===== src/rtl/tff_mod_counter_if.sv =====
// Control/status bundle for the T-cell modulo counter.
// The master drives count controls and the slave (the counter) returns registered status.
interface tff_mod_counter_if #(
  parameter int WIDTH = 4
);
  logic             en;
  logic             up_dn;
  logic             load;
  logic [WIDTH-1:0] load_val;
  logic [WIDTH-1:0] q;
  logic             tc;
  logic             wrapped;

  modport master (
    output en, up_dn, load, load_val,
    input  q, tc, wrapped
  );

  modport slave (
    input  en, up_dn, load, load_val,
    output q, tc, wrapped
  );
endinterface


===== src/rtl/tff_mod_counter.sv =====
// Modulo-MODULUS up/down counter whose state bits are T cells (q ^= t).
// The only combinational work is building the per-bit toggle vector.
module tff_mod_counter #(
  parameter int WIDTH   = 4,
  parameter int MODULUS = 10
) (
  input  logic               clk,
  input  logic               reset,
  tff_mod_counter_if.slave   bus
);

  localparam logic [WIDTH-1:0] MAX_V = WIDTH'(MODULUS - 1);
  localparam logic [WIDTH:0]   MOD_W = (WIDTH + 1)'(MODULUS);

  logic [WIDTH-1:0] cnt_q, cnt_d;
  logic             tc_q, tc_d;
  logic             wrapped_q, wrapped_d;

  logic [WIDTH-1:0] up_carry;
  logic [WIDTH-1:0] dn_borrow;
  logic [WIDTH-1:0] load_tgt;
  logic [WIDTH-1:0] tgl;
  logic             at_max;
  logic             at_zero;

  // Ripple-style enable chains: bit i toggles when all lower bits are 1 (up) or 0 (down).
  always_comb begin
    up_carry     = '0;
    dn_borrow    = '0;
    up_carry[0]  = 1'b1;
    dn_borrow[0] = 1'b1;
    for (int i = 1; i < WIDTH; i++) begin
      up_carry[i]  = up_carry[i-1]  &  cnt_q[i-1];
      dn_borrow[i] = dn_borrow[i-1] & ~cnt_q[i-1];
    end
  end

  always_comb begin
    at_max   = (cnt_q == MAX_V);
    at_zero  = (cnt_q == '0);
    load_tgt = ({1'b0, bus.load_val} < MOD_W) ? bus.load_val : MAX_V;
  end

  // Every next state is expressed as a toggle pattern; wraps and loads toggle
  // exactly the bits that differ from the target value.
  always_comb begin
    tgl       = '0;
    tc_d      = 1'b0;
    wrapped_d = wrapped_q;
    if (bus.load) begin
      tgl       = cnt_q ^ load_tgt;
      wrapped_d = 1'b0;
    end else if (bus.en) begin
      if (bus.up_dn) begin
        if (at_max) begin
          tgl       = cnt_q;
          tc_d      = 1'b1;
          wrapped_d = 1'b1;
        end else begin
          tgl = up_carry;
        end
      end else begin
        if (at_zero) begin
          tgl       = cnt_q ^ MAX_V;
          tc_d      = 1'b1;
          wrapped_d = 1'b1;
        end else begin
          tgl = dn_borrow;
        end
      end
    end
    cnt_d = cnt_q ^ tgl;
  end

  always_ff @(posedge clk) begin
    if (reset) begin
      cnt_q     <= '0;
      tc_q      <= 1'b0;
      wrapped_q <= 1'b0;
    end else begin
      cnt_q     <= cnt_d;
      tc_q      <= tc_d;
      wrapped_q <= wrapped_d;
    end
  end

  assign bus.q       = cnt_q;
  assign bus.tc      = tc_q;
  assign bus.wrapped = wrapped_q;

endmodule

===== src/flat_wrapper.sv =====
// flat-port wrapper written by rule: the top's interface ports become plain ports
module tff_mod_counter_flat 
#(
  parameter int WIDTH   = 4,
  parameter int MODULUS = 10
)
  (clk, reset, bus_en, bus_up_dn, bus_load, bus_load_val, bus_q, bus_tc, bus_wrapped);
  tff_mod_counter_if #(.WIDTH(WIDTH)) bus_i ();
  input  logic clk;
  input  logic reset;
  input wire logic [$bits(bus_i.en)-1:0] bus_en;
  input wire logic [$bits(bus_i.up_dn)-1:0] bus_up_dn;
  input wire logic [$bits(bus_i.load)-1:0] bus_load;
  input wire logic [$bits(bus_i.load_val)-1:0] bus_load_val;
  output wire logic [$bits(bus_i.q)-1:0] bus_q;
  output wire logic [$bits(bus_i.tc)-1:0] bus_tc;
  output wire logic [$bits(bus_i.wrapped)-1:0] bus_wrapped;
  assign bus_i.en = bus_en;
  assign bus_i.up_dn = bus_up_dn;
  assign bus_i.load = bus_load;
  assign bus_i.load_val = bus_load_val;
  assign bus_q = bus_i.q;
  assign bus_tc = bus_i.tc;
  assign bus_wrapped = bus_i.wrapped;
  tff_mod_counter #(.WIDTH(WIDTH), .MODULUS(MODULUS)) u_core (.clk(clk), .reset(reset), .bus(bus_i));
endmodule

===== config.mk =====
export PLATFORM = sky130hd
export DESIGN_NAME = tff_mod_counter_flat
export DESIGN_NICKNAME = d
export VERILOG_FILES = /design/src/rtl/tff_mod_counter_if.sv /design/src/rtl/tff_mod_counter.sv /design/src/flat_wrapper.sv
export SDC_FILE = /design/constraint.sdc
export NUM_CORES = 1
export LEC_CHECK = 0
export CORE_AREA = 2 2 39 41
export DETAILED_ROUTE_END_ITERATION = 16
export DIE_AREA = 0 0 41 43
export GPL_ROUTABILITY_DRIVEN = 0
export PLACE_DENSITY_LB_ADDON = 0.1
export SYNTH_ARGS = -nofsm -noshare
export SYNTH_HDL_FRONTEND = slang
export SYNTH_SLANG_ARGS = --single-unit

===== constraint.sdc =====
create_clock -name clk -period 1.4 [get_ports clk]
set_input_delay 0.21 -clock clk [delete_from_list [all_inputs] [get_ports clk]]
set_output_delay 0.21 -clock clk [all_outputs]
set_load 0.01 [all_outputs]

# Yosys cells after proc, flatten, opt, wreduce, memory -nomap -nowiden
# Cells that the tools add are included.
[totals] inputBits=9 out_inout_bits=6 reg_bits=6
[classes] reduce_logical=5 muxes=12 bitwise=11 order_cmp=1 eq_ne=2
[op_table] operator="4-bit 2-to-1 mux" n=6
[op_table] operator="4-bit bitwise XOR" n=2
[op_table] operator="1-bit 2-to-1 mux" n=6
[op_table] operator="1-bit AND" n=4
[op_table] operator="4-bit == test, second input constant" n=1
[op_table] operator="4-bit zero test" n=1
[op_table] operator="4-bit < comparator, second input constant" n=1
[op_table] operator="1-bit inverter" n=4
[op_table] operator="3-bit AND reduction" n=1
[op_table] operator="3-bit OR reduction" n=1
[op_table] operator="2-bit by 1-bit inequality test with 1-bit output, second input constant" n=1
[op_table] operator="2-bit inverter" n=1
[op_table] operator="2-bit nonzero test" n=1
[op_table] operator="2-bit OR reduction" n=1

# Logic depth before layout (Yosys ltp)
[logic_depth] ltp_word=8 ltp_mapped=5 ltp_nobuf=4

# Worst setup path after synthesis
# No wires, ideal clock.
[synth_timing] kind="register to register" start="register u_core.cnt_q[0], in the netlist u_core.bus.q[0]" end="register u_core.cnt_q[3], in the netlist u_core.bus.q[3]" slack_ns=-0.152 arrival_ns=1.461 synth_period_minus_slack_ns=1.552 path_stages_with_launch=6 path_cell_list="dfxtp_1 -> buf_6 -> or4_1 -> a211oi_1 -> a21oi_1 -> a311oi_1"
[synth_between] elab_chain_cells=8 elab_cells_between_ends=13 classes_between="eq/ne (1); mux (5); bitwise (6); reduce/logical (1)"
[synth_rtl] item="start: declaration" line_no="tff_mod_counter.sv:15" text="logic [WIDTH-1:0] cnt_q, cnt_d;"
[synth_rtl] item="start signal: assignment" line_no="tff_mod_counter.sv:81" text="cnt_q <= cnt_d;"
[synth_rtl] item="1-bit inverter" line_no="tff_mod_counter.sv:34" text="dn_borrow[i] = dn_borrow[i-1] & ~cnt_q[i-1];"
[synth_rtl] item="1-bit AND (2 in series)" line_no="tff_mod_counter.sv:34"
[synth_rtl] item="4-bit 2-to-1 mux" line_no="tff_mod_counter.sv:63" text="if (at_zero) begin"
[synth_rtl] item="4-bit 2-to-1 mux *" line_no="tff_mod_counter.sv:54" text="if (bus.up_dn) begin"
[synth_rtl] item="4-bit 2-to-1 mux *" line_no="tff_mod_counter.sv:53" text="end else if (bus.en) begin"
[synth_rtl] item="4-bit 2-to-1 mux *" line_no="tff_mod_counter.sv:50" text="if (bus.load) begin"
[synth_rtl] item="4-bit bitwise XOR *" line_no="tff_mod_counter.sv:72" text="cnt_d = cnt_q ^ tgl;"
# Mark *: on every way between the ends. The rest lies on a longest branch, timed or not.
# A chain may end at the register's enable or synchronous reset.

# Worst setup path in the final report
[layout_timing] start="register u_core.cnt_q[1], in the netlist u_core.bus.q[1]" end="register u_core.cnt_q[3], in the netlist u_core.bus.q[3]"
# The elaborated chain is that of the path after synthesis.

==> key figures <==
Drt
  • DR iter-0 viols: 6
  • First-pass DRT Iterations: 3
  • Routed Antenna Nets: 0
  • Via density: 5.01
  • Post-detailed-routing wire length: 1070 um
  • DR DRC count: 0
  • Wire length per cell: around 12 um
  • Vias: about 450

Die
  • Die H: 43 um
  • Die width: around 40 um
  • DIE AREA: 1760 um2
  • Initial Util: 27.1%
  • Core Footprint: around 1400 um2
  • IO Pins: 15
  • Rows: 14

Worst setup path
  • CP endpoint: u_core.bus.q[3]
  • Critical Setup Path Class: register to register
  • Reg2reg setup slack: roughly 32 ps
  • Worst path required time: between 1500 and 2000 ps
  • Worst r2r path cells: 4
  • R2R Path Start: u_core.bus.q[1]
  • Worst setup SP type: register
  • Max Fanout on Critical Path: 2
  • Worst Setup SP: u_core.bus.q[1]
  • Worst Setup End Kind: register
  • Worst EP arrival: ~1500 ps
  • R2r endpoint: u_core.bus.q[3]

Yosys
  • Synth cell types: 28
  • Sequential area share after synthesis: roughly a third
  • Register bit total from synthesis: 6
  • Ranking of synthesized cells by area: dfxtp_1, a21oi_1, a311oi_1
  • Synth top area share: 32.0%
  • Syn. warnings: 0
  • Post-synthesis cell count: between 40 and 50
  • Synthesized Nets: 57
  • Cell taking the most area after synthesis: dfxtp_1
  • Synth Flop Type: dfxtp_1
  • Cell area after synthesis: 375 um2
  • Ys async rst share: 0%
  • Post-synth EDFFs: 0
  • Syn_area_per_cell: roughly 7.8 um2

Worst hold path
  • Hold WC Path Type: register to register

Finish
  • Highest-count cells in the layout ignoring fill and taps: buf_4, clkdlybuf4s50_1, a21oi_1
  • Ant diodes: 0
  • Nets: 84
  • Post-route insts no fill: about 90
  • Synth-to-Final Area Change: 68.3%
  • Share of cells above drive strength 1: 28.8%
  • Commonest non-fill, non-tap cell in the layout: buf_4

Placement
  • IO Port Bufs: 14
  • Dpl ws: -202 ps
  • Detailed Place HPWL: slightly below 800 um
  • Placed insts: between 80 and 90

Clocking
  • CTS tree: built
  • Clk slew on worst S/H paths: roughly 50 ps
  • Clock sinks: 6
  • Clock Tree Root: clkbuf_4
  • Postcts setup bufs: 0
  • Clock latency on the worst-skew pair: between 200 and 250 ps
  • H-tree depth: 1
  • CTS Buf Count: 3
  • CTS Buffer Depth: 2

Run status
  • Status: completed

GRT
  • Vias in the first global route: between 400 and 500
  • Initial antenna violation count: 0
  • First-pass GRT wire length: roughly 1800 um
  • Grt ovf: 0
  • Total track usage: around 16%
  • Pin count of the biggest net entering global routing: 10

Pwr
  • Gate power share: approximately 29%
  • Peak VDD IR: between 200 and 250 uV
  • Clock share of power: 32.4%
  • PD cells: between 700 and 800 nW/um2
  • Sw power: about 0.14 mW
  • Leak: 0.266 nW
  • Seq pwr share: between 30% and 40%
  • Sw Share: between 20 and 30%
  • Internal: around 0.36 mW

Timing
  • Final Hold Viols: 0
  • Final setup violation count: 0
  • Final clock period utilization by the worst path: a little over nine tenths
  • Final Skew: 0.107 ps
  • Fin crit period: 1370 ps
  • Achievable frequency: ~730 MHz
  • Max-slew violations: 0
  • Worst slew pin tran: ~280 ps
  • Fin worst setup slack: 32.3 ps
  • Slew Limit Headroom: around four fifths
  • RSZ-0062 raised after global routing: yes

Flow run
  • Maxcap violations: 0
how the worst min path moves through the flow:
stage                       start                 end  cells after the start
2_1_floorplan               reset     u_core.bus.q[0]                      1
5_1_grt        u_core.bus.wrapped  u_core.bus.wrapped                      2
4_1_cts        u_core.bus.wrapped  u_core.bus.wrapped                      2
3_3_place_gp   u_core.bus.wrapped  u_core.bus.wrapped                      2
3_5_place_dp   u_core.bus.wrapped  u_core.bus.wrapped                      2
6_report       u_core.bus.wrapped  u_core.bus.wrapped                      2
layer usage:
layer / part of all wire, % / global-route usage, %
met2: 44 / 20.9
met5: 0 / 0
met4: 2.1 / 12.0
met1: 48 / 20.6
met3: 5.9 / 3.14
logic make-up (layout without fill, tap and decap cells):
group / after synthesis / count (layout) / synth area share, %
xor gates and xnor gates: 2 / 2 / 4.67
AOI/OAI and AO/OA: 18 / 18 / 32.3
buffers and inverters: 7 / 32 / 9.33
and+or+nand+nor: 15 / 15 / 21.7
DFF: 6 / 6 / 32.0
flip-flops by register name, indices dropped and copies added, names as in the netlist:
name,cells
u_core.bus.q,4
u_core.bus.tc,1
u_core.bus.wrapped,1
synth_stat cells, drive strengths merged, types with 2 or more instances:
| cell | n |
|---|---|
| dfxtp | 6 |
| a21oi | 5 |
| inv | 4 |
| o21ai | 4 |
| nor2 | 3 |
| nor3 | 3 |
| a311oi | 2 |
| buf | 2 |
| nand3 | 2 |
through the flow:
step | hold slack [ps] | TNS, ps | area, um2 | utilization (%) | total power, mW
floorplan | 281 | -50.6 | 393 | - | 0.267
global placement | 448 | -527 | 609 | 44.0 | 0.350
detailed placement | 469 | -571 | 609 | 44.0 | 0.346
CTS | 485 | 0 | 628 | 45.4 | 0.505
global route | 520 | -30.3 | 632 | 45.7 | 0.537
finish | 472 | 0 | 632 | 45.7 | 0.503
worst max-delay path: stages, from the launching register on:
cell      delay, ps
dfxtp_2         320
or4_4           520
a211oi_2        180
a21oi_1          60
a311oi_1        190
power by group through the flow:
stage | logic, mW | clock network (mW) | registers (mW)
after CTS | 0.147 | 0.165 | 0.193
after global routing | 0.162 | 0.180 | 0.195
after detailed placement | 0.152 | 0 | 0.195
final | 0.147 | 0.163 | 0.193
after floorplan | 0.0650 | 0 | 0.202
after global placement | 0.154 | 0 | 0.196
layout make-up:
cell class / count / area, um2
repair buffers: 25 / 218
multi-input cells: 35 / 231
fillers: 162 / 752
inverters: 4 / 15.0
clock buffers: 3 / 22.5
flip-flops and latches: 6 / 125
well taps: 16 / 20.0
what timing repair did:
action | CTS | global route
setup endpoints to repair | 4 | 3
hold buffers | 0 | 0
gates resized for setup | 5 | 2
Power figures use the tool's default switching activity.
